**src/rtl/sprite_line_fetcher_if.sv**
```systemverilog
// Sprite ROM read port: the fetcher strobes a row address and the ROM
// answers with an active-low 8-pixel row on the following cycle.
interface sprite_line_fetcher_if;
   logic       rom_read_enable;
   logic [3:0] rom_sprite_ID;
   logic [1:0] rom_orientation;
   logic [2:0] rom_line_index;
   logic [7:0] rom_data;

   modport master (
      output rom_read_enable,
      output rom_sprite_ID,
      output rom_orientation,
      output rom_line_index,
      input  rom_data
   );

   modport slave (
      input  rom_read_enable,
      input  rom_sprite_ID,
      input  rom_orientation,
      input  rom_line_index,
      output rom_data
   );
endinterface

```
**src/rtl/sprite_line_fetcher.sv**
```systemverilog
// Per-scanline sprite row fetcher: scans the slot table, reads one ROM row per
// hit slot into a shadow buffer and drives per-pixel coverage from the active one.
module sprite_line_fetcher #(
   parameter int NUM_SLOTS = 4,
   parameter int SLOT_W    = 3
) (
   input  logic                    clk,
   input  logic                    reset,
   input  logic                    line_start,
   input  logic [9:0]              next_line,
   input  logic [9:0]              hpos,
   input  logic                    display_on,
   input  logic [NUM_SLOTS-1:0]    slot_valid,
   input  logic [10*NUM_SLOTS-1:0] slot_x,
   input  logic [10*NUM_SLOTS-1:0] slot_y,
   input  logic [4*NUM_SLOTS-1:0]  slot_id,
   input  logic [2*NUM_SLOTS-1:0]  slot_orient,
   sprite_line_fetcher_if.master   rom,
   output logic                    busy,
   output logic                    fetch_done,
   output logic                    pixel_on,
   output logic [SLOT_W-1:0]       pixel_slot
);

   typedef enum logic [2:0] {
      IDLE,
      SCAN,
      READ,
      CAPTURE,
      DONE
   } state_t;

   state_t               state_reg;
   logic [SLOT_W-1:0]    k_reg;
   logic [9:0]           line_reg;
   logic [NUM_SLOTS-1:0] shadow_hit_reg;
   logic [NUM_SLOTS-1:0] active_hit_reg;
   logic [7:0]           shadow_row_reg [NUM_SLOTS];
   logic [7:0]           active_row_reg [NUM_SLOTS];

   logic                 rd_en_reg;
   logic [3:0]           id_reg;
   logic [1:0]           orient_reg;
   logic [2:0]           line_idx_reg;
   logic                 busy_reg;
   logic                 done_reg;
   logic                 pixel_on_reg;
   logic [SLOT_W-1:0]    pixel_slot_reg;

   logic [NUM_SLOTS-1:0] slot_hit;
   logic [NUM_SLOTS-1:0] slot_cover;
   logic [2:0]           slot_line [NUM_SLOTS];

   // Modular subtraction makes anything above/left of the slot origin a miss.
   generate
      for (genvar gi = 0; gi < NUM_SLOTS; gi++) begin : g_slot
         logic [9:0] row;
         logic [9:0] col;
         assign row            = line_reg - slot_y[10*gi +: 10];
         assign slot_hit[gi]   = slot_valid[gi] && (row[9:3] == 7'd0);
         assign slot_line[gi]  = row[2:0];
         assign col            = hpos - slot_x[10*gi +: 10];
         assign slot_cover[gi] = active_hit_reg[gi] && (col[9:3] == 7'd0) &&
                                 !active_row_reg[gi][3'd7 - col[2:0]];
      end
   endgenerate

   logic                 cur_hit;
   logic [2:0]           cur_line;
   logic [3:0]           cur_id;
   logic [1:0]           cur_orient;
   logic                 last_slot;

   always_comb begin
      cur_hit    = 1'b0;
      cur_line   = 3'd0;
      cur_id     = 4'd0;
      cur_orient = 2'd0;
      for (int i = 0; i < NUM_SLOTS; i++) begin
         if (k_reg == SLOT_W'(i)) begin
            cur_hit    = slot_hit[i];
            cur_line   = slot_line[i];
            cur_id     = slot_id[4*i +: 4];
            cur_orient = slot_orient[2*i +: 2];
         end
      end
   end

   assign last_slot = (k_reg == SLOT_W'(NUM_SLOTS - 1));

   always_ff @(posedge clk) begin
      if (reset) begin
         state_reg      <= IDLE;
         k_reg          <= '0;
         line_reg       <= '0;
         shadow_hit_reg <= '0;
         active_hit_reg <= '0;
         rd_en_reg      <= 1'b0;
         id_reg         <= '0;
         orient_reg     <= '0;
         line_idx_reg   <= '0;
         busy_reg       <= 1'b0;
         done_reg       <= 1'b0;
         for (int i = 0; i < NUM_SLOTS; i++) begin
            shadow_row_reg[i] <= 8'hFF;
            active_row_reg[i] <= 8'hFF;
         end
      end else begin
         rd_en_reg <= 1'b0;
         done_reg  <= 1'b0;
         // line_start preempts any fetch still in flight; its response is dropped.
         if (line_start) begin
            active_row_reg <= shadow_row_reg;
            active_hit_reg <= shadow_hit_reg;
            shadow_hit_reg <= '0;
            line_reg       <= next_line;
            k_reg          <= '0;
            state_reg      <= SCAN;
            busy_reg       <= 1'b1;
         end else begin
            case (state_reg)
               SCAN: begin
                  if (cur_hit) begin
                     id_reg       <= cur_id;
                     orient_reg   <= cur_orient;
                     line_idx_reg <= cur_line;
                     rd_en_reg    <= 1'b1;
                     state_reg    <= READ;
                  end else if (last_slot) begin
                     done_reg  <= 1'b1;
                     state_reg <= DONE;
                  end else begin
                     k_reg <= k_reg + SLOT_W'(1);
                  end
               end
               READ: begin
                  state_reg <= CAPTURE;
               end
               CAPTURE: begin
                  for (int i = 0; i < NUM_SLOTS; i++) begin
                     if (k_reg == SLOT_W'(i)) begin
                        shadow_row_reg[i] <= rom.rom_data;
                        shadow_hit_reg[i] <= 1'b1;
                     end
                  end
                  if (last_slot) begin
                     done_reg  <= 1'b1;
                     state_reg <= DONE;
                  end else begin
                     k_reg     <= k_reg + SLOT_W'(1);
                     state_reg <= SCAN;
                  end
               end
               DONE: begin
                  busy_reg  <= 1'b0;
                  state_reg <= IDLE;
               end
               default: begin
                  state_reg <= IDLE;
               end
            endcase
         end
      end
   end

   logic              any_cover;
   logic [SLOT_W-1:0] win_slot;

   // Scan downwards so the lowest covering slot is the one left standing.
   always_comb begin
      any_cover = 1'b0;
      win_slot  = '0;
      for (int i = NUM_SLOTS - 1; i >= 0; i--) begin
         if (slot_cover[i]) begin
            any_cover = 1'b1;
            win_slot  = SLOT_W'(i);
         end
      end
   end

   always_ff @(posedge clk) begin
      if (reset) begin
         pixel_on_reg   <= 1'b0;
         pixel_slot_reg <= '0;
      end else begin
         pixel_on_reg   <= display_on && any_cover;
         pixel_slot_reg <= win_slot;
      end
   end

   assign rom.rom_read_enable = rd_en_reg;
   assign rom.rom_sprite_ID   = id_reg;
   assign rom.rom_orientation = orient_reg;
   assign rom.rom_line_index  = line_idx_reg;
   assign busy                = busy_reg;
   assign fetch_done          = done_reg;
   assign pixel_on            = pixel_on_reg;
   assign pixel_slot          = pixel_slot_reg;

endmodule

```
**src/flat_wrapper.sv**
```systemverilog
// flat-port wrapper written by rule: the top's interface ports become plain ports
module sprite_line_fetcher_flat 
#(
   parameter int NUM_SLOTS = 4,
   parameter int SLOT_W    = 3
)
  (clk, reset, line_start, next_line, hpos, display_on, slot_valid, slot_x, slot_y, slot_id, slot_orient, busy, fetch_done, pixel_on, pixel_slot, rom_rom_read_enable, rom_rom_sprite_ID, rom_rom_orientation, rom_rom_line_index, rom_rom_data);
  sprite_line_fetcher_if rom_i ();
  input  logic clk;
  input  logic reset;
  input  logic line_start;
  input  logic [9:0] next_line;
  input  logic [9:0] hpos;
  input  logic display_on;
  input  logic [NUM_SLOTS-1:0] slot_valid;
  input  logic [10*NUM_SLOTS-1:0] slot_x;
  input  logic [10*NUM_SLOTS-1:0] slot_y;
  input  logic [4*NUM_SLOTS-1:0] slot_id;
  input  logic [2*NUM_SLOTS-1:0] slot_orient;
  output logic busy;
  output logic fetch_done;
  output logic pixel_on;
  output logic [SLOT_W-1:0] pixel_slot;
  output wire logic [$bits(rom_i.rom_read_enable)-1:0] rom_rom_read_enable;
  output wire logic [$bits(rom_i.rom_sprite_ID)-1:0] rom_rom_sprite_ID;
  output wire logic [$bits(rom_i.rom_orientation)-1:0] rom_rom_orientation;
  output wire logic [$bits(rom_i.rom_line_index)-1:0] rom_rom_line_index;
  input wire logic [$bits(rom_i.rom_data)-1:0] rom_rom_data;
  assign rom_rom_read_enable = rom_i.rom_read_enable;
  assign rom_rom_sprite_ID = rom_i.rom_sprite_ID;
  assign rom_rom_orientation = rom_i.rom_orientation;
  assign rom_rom_line_index = rom_i.rom_line_index;
  assign rom_i.rom_data = rom_rom_data;
  sprite_line_fetcher #(.NUM_SLOTS(NUM_SLOTS), .SLOT_W(SLOT_W)) u_core (.clk(clk), .reset(reset), .line_start(line_start), .next_line(next_line), .hpos(hpos), .display_on(display_on), .slot_valid(slot_valid), .slot_x(slot_x), .slot_y(slot_y), .slot_id(slot_id), .slot_orient(slot_orient), .rom(rom_i), .busy(busy), .fetch_done(fetch_done), .pixel_on(pixel_on), .pixel_slot(pixel_slot));
endmodule
```
**config.mk**
```make
export PLATFORM = sky130hd
export DESIGN_NAME = sprite_line_fetcher_flat
export DESIGN_NICKNAME = d
export VERILOG_FILES = /design/src/rtl/sprite_line_fetcher_if.sv /design/src/rtl/sprite_line_fetcher.sv /design/src/flat_wrapper.sv
export SDC_FILE = /design/constraint.sdc
export NUM_CORES = 1
export LEC_CHECK = 0
export CAP_MARGIN = 10
export CORE_MARGIN = 1
export CORE_UTILIZATION = 39
export CTS_CLUSTER_SIZE = 28
export DETAILED_ROUTE_END_ITERATION = 12
export MAX_ROUTING_LAYER = met4
export PLACE_DENSITY = 0.68
export SLEW_MARGIN = 20
export SYNTH_ARGS = -nofsm -noshare
export SYNTH_HDL_FRONTEND = slang
export SYNTH_SLANG_ARGS = --single-unit
```
**constraint.sdc**
```tcl
create_clock -name clk -period 6.9 [get_ports clk]
set_clock_uncertainty 0.05 [all_clocks]
set_input_delay 0.69 -clock clk [delete_from_list [all_inputs] [get_ports clk]]
set_output_delay 0.69 -clock clk [all_outputs]
set_load 0.01 [all_outputs]
```
=== Yosys cells after proc, flatten, opt, wreduce, memory -nomap -nowiden ===
Cells that the tools add are included.

* Add/subtract/negate cells: 13
* $lt $le $gt $ge: 4
* Equal/unequal tests: 10
* Muxes and demuxes: 45
* Bitwise operators: 2
* Reduce and logical (&&, ||, !) cells: 43

{| class="wikitable"
|+ Operator list
! cell !! count
|-
| 10-bit subtractor || 8
|-
| 7-bit zero test || 8
|-
| 3-bit two-way mux || 9
|-
| 1-bit two-way mux || 19
|-
| 3-bit by 4-bit less-than comparator with 1-bit output (second input constant) || 4
|-
| 4-bit two-way mux || 4
|-
| 3-bit AND reduction || 5
|-
| 1-bit logical AND || 13
|-
| 1-bit binary-select mux with 3-bit select || 4
|-
| 3-bit by 2-bit == test with 1-bit output (second input constant) || 4
|-
| 2-bit two-way mux || 6
|-
| 3-bit subtractor (first input constant) || 4
|-
| 2-bit AND reduction || 5
|-
| 3-bit one-hot mux with 3 select lines || 1
|-
| 3-bit by 1-bit == test with 1-bit output (second input constant) || 2
|-
| 3-bit one-hot mux with 2 select lines || 1
|-
| 3-bit OR reduction || 2
|-
| 1-bit zero test || 4
|-
| 4-bit by 2-bit inequality test with 1-bit output (second input constant) || 1
|-
| 2-bit nonzero test || 2
|-
| 2-bit OR reduction || 2
|-
| 4-bit OR reduction || 1
|-
| 3-bit by 1-bit adder with 3-bit output (second input constant) || 1
|-
| 3-bit == test (second input constant) || 1
|-
| 5 further kinds || 6
|}

* Register bits after elaboration: 104
* Input port bits: 140
* Output and inout port bits: 16

=== Depth between registers and ports, before layout ===
Gate-level depths: netlist of run 1.

* Depth in word-level cells: 11
* Gate-level depth with buffers: 12
* Depth with buffers taken out: 12

=== Worst setup path after synthesis of run 1 ===
No wires, ideal clock.

* Kind: input to register
* From: input slot_y[16]
* To: register u_core.line_idx_reg[0], in the netlist u_core.rom.rom_line_index[0]
* Library setup time: 121 ps
* Arrival time: 3193 ps
* Data required time: 6729 ps
* Setup slack: 3536 ps
* Cell stages on the path: 9
* Cells stage by stage: inv_1 ha_1 and3_1 or4_1 or4b_1 nor4_1 a21oi_1 o211ai_4 mux2_2

* Cells in the longest elaborated chain, start to end: 7

{| class="wikitable"
|+ RTL lines
! element !! line !! RTL
|-
| from (decl) || flat_wrapper.sv:17 || <nowiki>input logic [10*NUM_SLOTS-1:0] slot_y;</nowiki>
|-
| 10-bit subtractor || sprite_line_fetcher.sv:59 || <nowiki>assign row = line_reg - slot_y[10*gi +: 10];</nowiki>
|-
| 7-bit zero test || sprite_line_fetcher.sv:60 || <nowiki>assign slot_hit[gi] = slot_valid[gi] && (row[9:3] == 7'd0);</nowiki>
|-
| 1-bit logical AND || sprite_line_fetcher.sv:60 ||
|-
| 1-bit two-way mux (3 in a row) || sprite_line_fetcher.sv:80 || <nowiki>if (k_reg == SLOT_W'(i)) begin</nowiki>
|-
| 3-bit AND reduction (no line) || n/a ||
|-
| to (signal assigned) || sprite_line_fetcher.sv:126 || <nowiki>line_idx_reg <= cur_line;</nowiki>
|-
| to (decl) || sprite_line_fetcher.sv:44 || <nowiki>logic [2:0] line_idx_reg;</nowiki>
|}

No other way between the ends.
A chain may end at the register's enable or synchronous reset.

=== Worst setup path after layout of run 1 ===
* From: register u_core.k_reg[1]
* To: register u_core.line_idx_reg[0], in the netlist u_core.rom.rom_line_index[0]

* Cells in the longest elaborated chain, start to end: 6
* Elaborated cells between the ends (all ways): 13
* Those cells by class: eq/ne (3); mux (8); reduce/logical (2)

{| class="wikitable"
|+ RTL lines
! element !! line !! RTL
|-
| from (decl) || sprite_line_fetcher.sv:34 || <nowiki>logic [SLOT_W-1:0] k_reg;</nowiki>
|-
| from (signal assigned) || sprite_line_fetcher.sv:133 || <nowiki>k_reg <= k_reg + SLOT_W'(1);</nowiki>
|-
| from (signal assigned) || sprite_line_fetcher.sv:150 || <nowiki>k_reg <= k_reg + SLOT_W'(1);</nowiki>
|-
| 3-bit zero test || sprite_line_fetcher.sv:80 ||
|-
| 1-bit two-way mux (4 in a row) || sprite_line_fetcher.sv:80 ||
|-
| 3-bit AND reduction (no line) || n/a ||
|}

Several ways; a longest one is shown, not always the timed one.

==> impl_metrics.py, run 1 <==
metrics = {
    "run_status": {
        "status": "finished, final reports clean",
    },
    "run": {
        "maxCapViolCount": 0,
    },
    "clock_tree": {
        "postCtsSetupBuffers": 0,
        "cts.reportedPaths.clkPinSlew_ps": 80,
        "clk_latency_ps": 350,
        "cts.hold.buffers_added": 0,
        "cts_buffer_depth": 2,
        "cts_tree": "yes",
        "cts_made_buffers": 9,
        "clock-sinks": 103,
        "cts_root_buf": "clkbuf_16",
        "htree_levels": 3,
        "cts_resized": 0,
    },
    "logic_synthesis": {
        "ys.warnings.count": 0,
        "synth_top_area_share_pct": 24.8,
        "yosys_most_used_dff": "dfxtp_1",
        "yosysUniqueCellTypes": 73,
        "syn_area_um2": 8300,
        "synth.avg_cell_area_um2": 8.16,
        "async_reset_ff_share_pct": 0,
        "netlist_instances": 1017,
        "synth.ff_latch_count": 103,
        "ys_seq_area_share_pct": 24.8,
        "synth_top_cell_by_area": "dfxtp_1",
        "synth_area_leaders": "dfxtp_1, ha_1, nor2b_1, inv_1, nand2_1",
        "synth_edf_count": 0,
        "syn-num-nets": 1242,
    },
    "die": {
        "row_count": 52,
        "die-area_um2": 21900,
        "die_y_um": 148,
        "fp.dieW_um": 148,
        "start_util_pct": 40.4,
        "pin_count": 156,
        "core_um2": 20600,
    },
    "sta": {
        "tightest_slew_ps": 980,
        "hold_viol": 0,
        "rsz0062_at_grt": "no",
        "final.period_utilization_pct": 57.5,
        "min_period_ps": 3970,
        "timing.fmax_mhz": 252,
        "slew_viol_final": 0,
        "finalSetupTns_ps": 0,
        "slew_headroom_pct": 34.7,
        "setup_viol": 0,
    },
    "route": {
        "drcViolationCount": 0,
        "drtPass1Iterations": 4,
        "wl_per_cell_um": 15.7,
        "ant_nets": 0,
        "via_count": 7715,
        "wl_um": 22300,
        "viasPerCell": 5.42,
        "first_iter_violations": 383,
    },
    "layout": {
        "final_cell_mix": "clkdlybuf4s50_1, dfxtp_1, inv_1, nand2_1, nor2_1",
        "area_delta_synth_final_pct": 24.9,
        "final_common_cell": "clkdlybuf4s50_1",
        "final_area_um2": 10400,
        "postLayoutCoreUtil_pct": 50.4,
        "drive_gt1_share_pct": 4.86,
        "antenna_cells": 0,
        "layout.nets": 1373,
        "nFillCells": 1997,
    },
    "placement": {
        "place.gp.congestion": 0.885,
        "place.port_buffers": 154,
        "dp_hpwl_um": 17100,
        "placed_area_um2": 10000,
    },
    "worst_setup_path": {
        "startpoint_type": "flop",
        "cp_data_required_time_ps": 7090,
        "endpoint_kind": "flop",
        "worstPathArrival_ps": 4160,
        "crit_type": "flop to flop",
        "cp_max_fo": 13,
        "r2r_slack_ps": 2930,
    },
    "power_and_ir_drop": {
        "p_per_area_nw_per_um2": 162,
        "p_leak_nw": 4.42,
        "ir_drop_mv": 0.113,
        "design_power_total_mw": 1.68,
    },
    "global_route": {
        "grt_pass1_wl_um": 36000,
        "antenna_found_initial": 0,
        "grt_pass1_vias": 7343,
        "overflow": 0,
        "grtUsageTotal_pct": 21.2,
        "grt_start_max_net_pins": 103,
    },
    "min_path": {
        "hold_class": "flop to flop",
    },
}
## cell families after synthesis
group,count (synthesis),share of synthesized area [%]
fa+ha+maj,85,13.5
compound gates,261,22.7
simple gates,365,23.1
xor+xnor,34,3.59
buf+inv,126,5.76
mux,42,6.44
flops,103,24.8
other cells,1,0.0452
## worst max-delay path, cell delays in order, from the launching register on
cell and delay [ps]:
dfxtp_1 340, inv_1 80, ha_1 210, nor2b_2 700, o2111ai_1 190, or4_1 460
or4b_1 530, nor4_1 420, a21oi_1 130, o211ai_4 350, mux2_2 380
## path summary, 6_finish.rpt
kind                                               endpoint                                    from  cells past startpoint
setup / recovery  u_core.rom.rom_line_index[0]$_SDFFE_PP0P_            u_core.k_reg[1]$_SDFFE_PP0P_                     10
hold / removal       u_core.active_row_reg[30]$_SDFFE_PP1P_  u_core.shadow_row_reg[30]$_SDFFE_PP1P_                      1
setup reg to reg  u_core.rom.rom_line_index[0]$_SDFFE_PP0P_            u_core.k_reg[1]$_SDFFE_PP0P_                     10
hold reg to reg      u_core.active_row_reg[30]$_SDFFE_PP1P_  u_core.shadow_row_reg[30]$_SDFFE_PP1P_                      1
## per-stage QoR
step	instances	hold WS, ps	worst slack [ps]
floorplan	1017	385	3540
global placement	1407	397	2750
detailed placement	1407	399	2700
CTS	1423	417	3020
global route	1423	425	2840
finish	1423	412	2930
## area by class of cell
cell class                 instances  area [µm²]  area share, %
sequential                       103        2060           19.9
clock buffer                       9         225           2.17
inverter                          89         334           3.22
multi-input combinational        788        5760           55.5
timing repair buffer             157        1550           15.0
tap                              270         338           3.26
clock inverter                     7        95.1          0.917
## report_power, final
| group | total (mW) | switching, mW | internal, mW |
|---|---|---|---|
| Combinational | 0.509 | 0.253 | 0.257 |
| Sequential | 0.625 | 0.0159 | 0.609 |
| Clock | 0.546 | 0.252 | 0.293 |
| Total | 1.68 | 0.521 | 1.16 |
## layer usage
| layer | wire length (µm) | vias up | GRT usage, % |
|---|---|---|---|
| met3 | 1130 | 22 | 2.96 |
| met4 | 313 | 0 | 5.21 |
| met5 | 0 | - | - |
| li1 | - | 3935 | - |
| met2 | 10300 | 209 | 34.4 |
| met1 | 10500 | 3549 | 27.6 |
## synthesized netlist by cell type (21+ instances only)
| cell | number |
|---|---|
| dfxtp_1 | 103 |
| inv_1 | 89 |
| nand2_1 | 85 |
| nor2_1 | 80 |
| ha_1 | 77 |
| nor2b_1 | 59 |
| a21oi_1 | 50 |
| o21ai_0 | 40 |
| a211o_1 | 33 |
| nand3b_1 | 33 |
| clkbuf_1 | 31 |
| nor3_1 | 26 |
| mux2i_1 | 23 |
| o21a_1 | 23 |
| xor2_1 | 21 |
Note: power is estimated with default switching activity, not from simulation.
==> run 2: changes to the inputs <==
--- a/config.mk
+++ b/config.mk
@@ -11,7 +11,7 @@
 export CTS_CLUSTER_SIZE = 28
 export DETAILED_ROUTE_END_ITERATION = 12
 export MAX_ROUTING_LAYER = met4
-export PLACE_DENSITY = 0.68
+export PLACE_DENSITY = 0.7
 export SLEW_MARGIN = 20
 export SYNTH_ARGS = -nofsm -noshare
 export SYNTH_HDL_FRONTEND = slang
==> constraint.sdc (replaced) <==
create_clock -name clk -period 3.6 [get_ports clk]
set_clock_uncertainty 0.05 [all_clocks]
set_input_delay 0.36 -clock clk [delete_from_list [all_inputs] [get_ports clk]]
set_output_delay 0.36 -clock clk [all_outputs]
set_load 0.01 [all_outputs]
==> run 2 against run 1 <==
Compared with the run above: flip-flop and latch count is the same; sequential power grew 92%; wire length increased by 1.2%; critical path depth stayed put; largest power group unchanged; setup slack got worse by 2800 ps; final cell count grew 3.0%; via count rose by 2.2%; critical path type unchanged; worst hold slack improved by 3.0 ps.
==> impl_metrics.py, run 2 (synthesis results as in run 1) <==
metrics = {
    "run_status": {
        "status": "finished, final reports clean",
    },
    "layout": {
        "layout.nets": 1415,
        "antenna_cells": 0,
        "nFillCells": 1949,
        "final_cell_mix": "clkdlybuf4s50_1, dfxtp_1, inv_1, nand2_1, nor2_1",
        "final_common_cell": "clkdlybuf4s50_1",
        "postLayoutCoreUtil_pct": 52.0,
        "area_delta_synth_final_pct": 28.9,
        "drive_gt1_share_pct": 8.20,
    },
    "clock_tree": {
        "cts_root_buf": "clkbuf_16",
        "htree_levels": 3,
        "clk_latency_ps": 350,
        "cts_resized": 0,
        "cts.hold.buffers_added": 0,
        "cts.reportedPaths.clkPinSlew_ps": 70,
        "cts_tree": "yes",
        "cts_buffer_depth": 2,
        "postCtsSetupBuffers": 0,
        "cts_made_buffers": 9,
        "clock-sinks": 103,
    },
    "global_route": {
        "grt_start_max_net_pins": 52,
        "overflow": 0,
        "antenna_found_initial": 0,
        "grtUsageTotal_pct": 21.5,
        "grt_pass1_vias": 7538,
        "grt_pass1_wl_um": 36800,
    },
    "die": {
        "row_count": 52,
        "die-area_um2": 21900,
        "fp.dieW_um": 148,
        "core_um2": 20600,
        "start_util_pct": 40.4,
        "pin_count": 156,
        "die_y_um": 148,
    },
    "power_and_ir_drop": {
        "p_leak_nw": 4.63,
        "p_per_area_nw_per_um2": 306,
        "design_power_total_mw": 3.27,
        "ir_drop_mv": 0.244,
    },
    "sta": {
        "final.period_utilization_pct": 95.3,
        "finalSetupTns_ps": 0,
        "hold_slack_ps": 415,
        "worst_slack_ps": 169,
        "min_period_ps": 3430,
        "slew_viol_final": 0,
        "rsz0062_at_grt": "no",
        "hold_viol": 0,
        "slew_headroom_pct": 38.4,
        "tightest_slew_ps": 925,
        "setup_viol": 0,
        "timing.fmax_mhz": 291,
    },
    "worst_setup_path": {
        "cpPeakStageDelay_ps": 530,
        "startpoint_type": "flop",
        "slowest_stage": "dfxtp_1",
        "cp_max_fo": 9,
        "path_cells": "ha_1, inv_1, nor2_1, or4_1, or4b_1, nor4_1, a21oi_1, o211ai_4, buf_12, mux2_2",
        "crit_type": "flop to flop",
        "endpoint_kind": "flop",
        "crit_family": "simple AND/OR/NAND/NOR gates",
        "critPathBufInv": 2,
        "cp_data_required_time_ps": 3790,
        "worstPathArrival_ps": 3620,
    },
    "placement": {
        "place.gp.congestion": 0.902,
        "dp_hpwl_um": 17900,
        "place_ws_ps": -117,
        "place.port_buffers": 154,
    },
    "route": {
        "via_count": 7888,
        "drcViolationCount": 0,
        "drtPass1Iterations": 5,
        "wl_um": 22600,
        "first_iter_violations": 372,
        "ant_nets": 0,
        "viasPerCell": 5.38,
        "wl_per_cell_um": 15.4,
    },
    "min_path": {
        "hold_class": "flop to flop",
    },
    "run": {
        "maxCapViolCount": 0,
    },
}
==> run 2: cell types whose count changed in the layout (fill, tap and decap cells not counted), sizes merged <==
| cell | delta |
|---|---|
| inv | -1 |
| buf | +42 |
| clkbuf | +1 |
==> run 2: final timing paths <==
| kind | startpoint | end | slack (ps) | cells past startpoint |
|---|---|---|---|---|
| min reg2reg | u_core.shadow_row_reg[24]$_SDFFE_PP1P_ | u_core.active_row_reg[24]$_SDFFE_PP1P_ | 410 | 1 |
| min | u_core.shadow_row_reg[24]$_SDFFE_PP1P_ | u_core.active_row_reg[24]$_SDFFE_PP1P_ | 410 | 1 |
| max | u_core.line_reg[5]$_SDFFE_PP0P_ | u_core.rom.rom_orientation[1]$_SDFFE_PP0P_ | 170 | 10 |
| max reg2reg | u_core.line_reg[5]$_SDFFE_PP0P_ | u_core.rom.rom_orientation[1]$_SDFFE_PP0P_ | 170 | 10 |
==> run 2: cell type report <==
type	count	area, µm²	area share, %
Clock inverter	6	86.3	0.807
Timing Repair Buffer	199	1880	17.6
Sequential cell	103	2060	19.3
Inverter	89	334	3.12
Multi-Input combinational cell	788	5760	53.8
Clock buffer	10	239	2.23
Tap cell	270	338	3.16
==> run 2: routing by layer <==
layer | wire [µm] | vias to the layer above | GRT usage, %
li1 | - | 4014 | -
met3 | 1090 | 27 | 2.72
met5 | 0 | - | -
met2 | 10400 | 205 | 35.0
met1 | 10700 | 3642 | 27.8
met4 | 374 | 0 | 6.19
==> run 2: through the flow <==
stage          instance area, µm²  std cells
2_1_floorplan                8300       1017
3_3_place_gp                10400       1449
3_5_place_dp                10400       1449
4_1_cts                     10700       1465
5_1_grt                     10700       1465
6_report                    10700       1465
==> run 2: where the power goes <==
part           switching [mW]  internal [mW]
Sequential             0.0288           1.17
Combinational           0.496          0.528
Clock                   0.472          0.578
Total                   0.997           2.27
==> run 3: changes to the inputs <==
--- a/config.mk
+++ b/config.mk
@@ -7,11 +7,11 @@
 export LEC_CHECK = 0
 export CAP_MARGIN = 10
 export CORE_MARGIN = 1
-export CORE_UTILIZATION = 39
+export CORE_UTILIZATION = 49
 export CTS_CLUSTER_SIZE = 28
 export DETAILED_ROUTE_END_ITERATION = 12
 export MAX_ROUTING_LAYER = met4
-export PLACE_DENSITY = 0.7
+export PLACE_DENSITY = 0.84
 export SLEW_MARGIN = 20
 export SYNTH_ARGS = -nofsm -noshare
 export SYNTH_HDL_FRONTEND = slang
==> run 3 against run 2 <==
Compared with the run above: final area decreased by 2.0%; fmax shrank 1.1%; die area decreased by 20%; via count rose by 0.43%; critical endpoint unchanged; largest cell class unchanged.
==> impl_metrics.py, run 3 (synthesis results as in run 1) <==
metrics = {
    "clock_tree": {
        "clock-sinks": 103,
        "cts_buffer_depth": 2,
        "cts_root_buf": "clkbuf_16",
        "cts.reportedPaths.clkPinSlew_ps": 70,
        "clk_latency_ps": 350,
        "htree_levels": 3,
        "cts_tree": "yes",
        "cts_made_buffers": 9,
    },
    "die": {
        "row_count": 47,
        "pin_count": 156,
        "die-area_um2": 17500,
        "die_y_um": 132,
        "core_um2": 16600,
        "fp.dieW_um": 132,
        "start_util_pct": 50.0,
    },
    "layout": {
        "drive_gt1_share_pct": 7.19,
        "stdcell_count": 1402,
        "postLayoutCoreUtil_pct": 63.3,
        "layout.nets": 1402,
        "final_common_cell": "clkdlybuf4s50_1",
        "final_cell_mix": "clkdlybuf4s50_1, dfxtp_1, inv_1, nand2_1, nor2_1",
        "area_delta_synth_final_pct": 26.4,
        "antenna_cells": 0,
    },
    "min_path": {
        "timing.hold.worst_endpoint": "u_core.active_row_reg[2]$_SDFFE_PP1P_",
        "min_path_cells": 1,
        "hold_class": "flop to flop",
        "hold_start": "u_core.shadow_row_reg[2]$_SDFFE_PP1P_",
    },
    "worst_setup_path": {
        "ff2ff_path_depth": 8,
        "cpPeakStageDelay_ps": 530,
        "cp_data_required_time_ps": 3780,
        "slowest_stage": "dfxtp_1",
        "r2r_start": "u_core.line_reg[6]$_SDFFE_PP0P_",
        "crit_type": "flop to flop",
        "worstPathArrival_ps": 3650,
        "r2r_slack_ps": 130,
        "timing.rr.end": "u_core.rom.rom_orientation[1]$_SDFFE_PP0P_",
        "cp_max_fo": 9,
        "endpoint_kind": "flop",
        "path_cells": "ha_1, and3_1, or4_1, or4b_1, nor4_1, a21oi_1, o211ai_4, mux2_2",
        "startpoint_type": "flop",
    },
    "run": {
        "maxCapViolCount": 0,
    },
    "global_route": {
        "grtUsageTotal_pct": 26.1,
        "grt_pass1_wl_um": 36200,
        "overflow": 0,
        "antenna_found_initial": 0,
        "grt_pass1_vias": 7627,
        "grt_start_max_net_pins": 53,
    },
    "placement": {
        "dp_cells": 1386,
        "place.gp.congestion": 0.977,
        "dp_hpwl_um": 17000,
        "place.port_buffers": 154,
    },
    "power_and_ir_drop": {
        "ir_drop_mv": 0.275,
        "p_per_area_nw_per_um2": 301,
        "p_leak_nw": 4.55,
        "design_power_total_mw": 3.16,
    },
    "route": {
        "wl_per_cell_um": 15.7,
        "drtPass1Iterations": 5,
        "via_count": 7922,
        "first_iter_violations": 380,
        "wl_um": 22000,
        "drcViolationCount": 0,
        "viasPerCell": 5.65,
        "ant_nets": 0,
    },
    "run_status": {
        "status": "finished, final reports clean",
    },
    "sta": {
        "tightest_slew_ps": 927,
        "final.period_utilization_pct": 96.4,
        "slew_viol_final": 0,
        "rsz0062_at_grt": "no",
        "hold_viol": 0,
        "setup_viol": 0,
        "finalSetupTns_ps": 0,
        "timing.fmax_mhz": 288,
        "slew_headroom_pct": 38.2,
        "hold_slack_ps": 417,
        "min_period_ps": 3470,
    },
}
-- run 3: area by class of cell --
class | count | area, µm²
fillers | 1433 | 6090
multi-input cells | 788 | 5760
flip-flops and latches | 103 | 2060
repair buffers | 186 | 1770
inverters | 89 | 334
well taps | 220 | 275
clock buffers | 10 | 239
clock inverters | 6 | 50.0
-- run 3: how the worst max path moves through the flow --
stage / start / endpoint / cells past startpoint
5_1_grt: slot_y[15] / u_core.rom.rom_orientation[1]$_SDFFE_PP0P_ / 11
2_1_floorplan: slot_y[16] / u_core.rom.rom_line_index[0]$_SDFFE_PP0P_ / 9
3_3_place_gp: slot_y[16] / u_core.rom.rom_orientation[1]$_SDFFE_PP0P_ / 10
3_5_place_dp: slot_y[15] / u_core.rom.rom_sprite_ID[2]$_SDFFE_PP0P_ / 11
6_report: u_core.line_reg[6]$_SDFFE_PP0P_ / u_core.rom.rom_orientation[1]$_SDFFE_PP0P_ / 8
4_1_cts: u_core.line_reg[6]$_SDFFE_PP0P_ / u_core.rom.rom_sprite_ID[2]$_SDFFE_PP0P_ / 8
-- run 3: through the flow --
stage	worst slack, ps	instance area [µm²]
3_3_place_gp	-128	10200
4_1_cts	165	10500
2_1_floorplan	566	8300
6_report	130	10500
3_5_place_dp	-186	10200
5_1_grt	39.1	10500
-- run 3: repair_timing --
| action | 4_1_cts | 5_1_grt |
|---|---|---|
| buffers inserted | 0 | 0 |
| hold endpoints to repair | 0 | 0 |
| hold buffers | 0 | 0 |
| gates resized for setup | 0 | 1 |
| setup endpoints to repair | 0 | 1 |
-- run 3: metal layers --
layer / GRT usage, % / up-vias / part of all wire [%]
met5: - / - / 0
met1: 33.1 / 3653 / 46
met2: 44.3 / 255 / 47
li1: - / 3990 / -
met3: 2.46 / 24 / 5.5
met4: 6.78 / 0 / 1.4
-- run 3: worst max-delay path: cells and delay by family, from the launching register on --
family          cells  cell delay, ps
compound gates      2             460
fa+ha+maj           1             340
simple gates        4            1570
mux                 1             380
flops               1             530
-- run 3: report_power, final --
group	switching, mW	total [mW]	internal [mW]
clock	0.449	0.947	0.498
combinational	0.495	1.02	0.520
sequential	0.0281	1.20	1.17
total	0.972	3.16	2.19
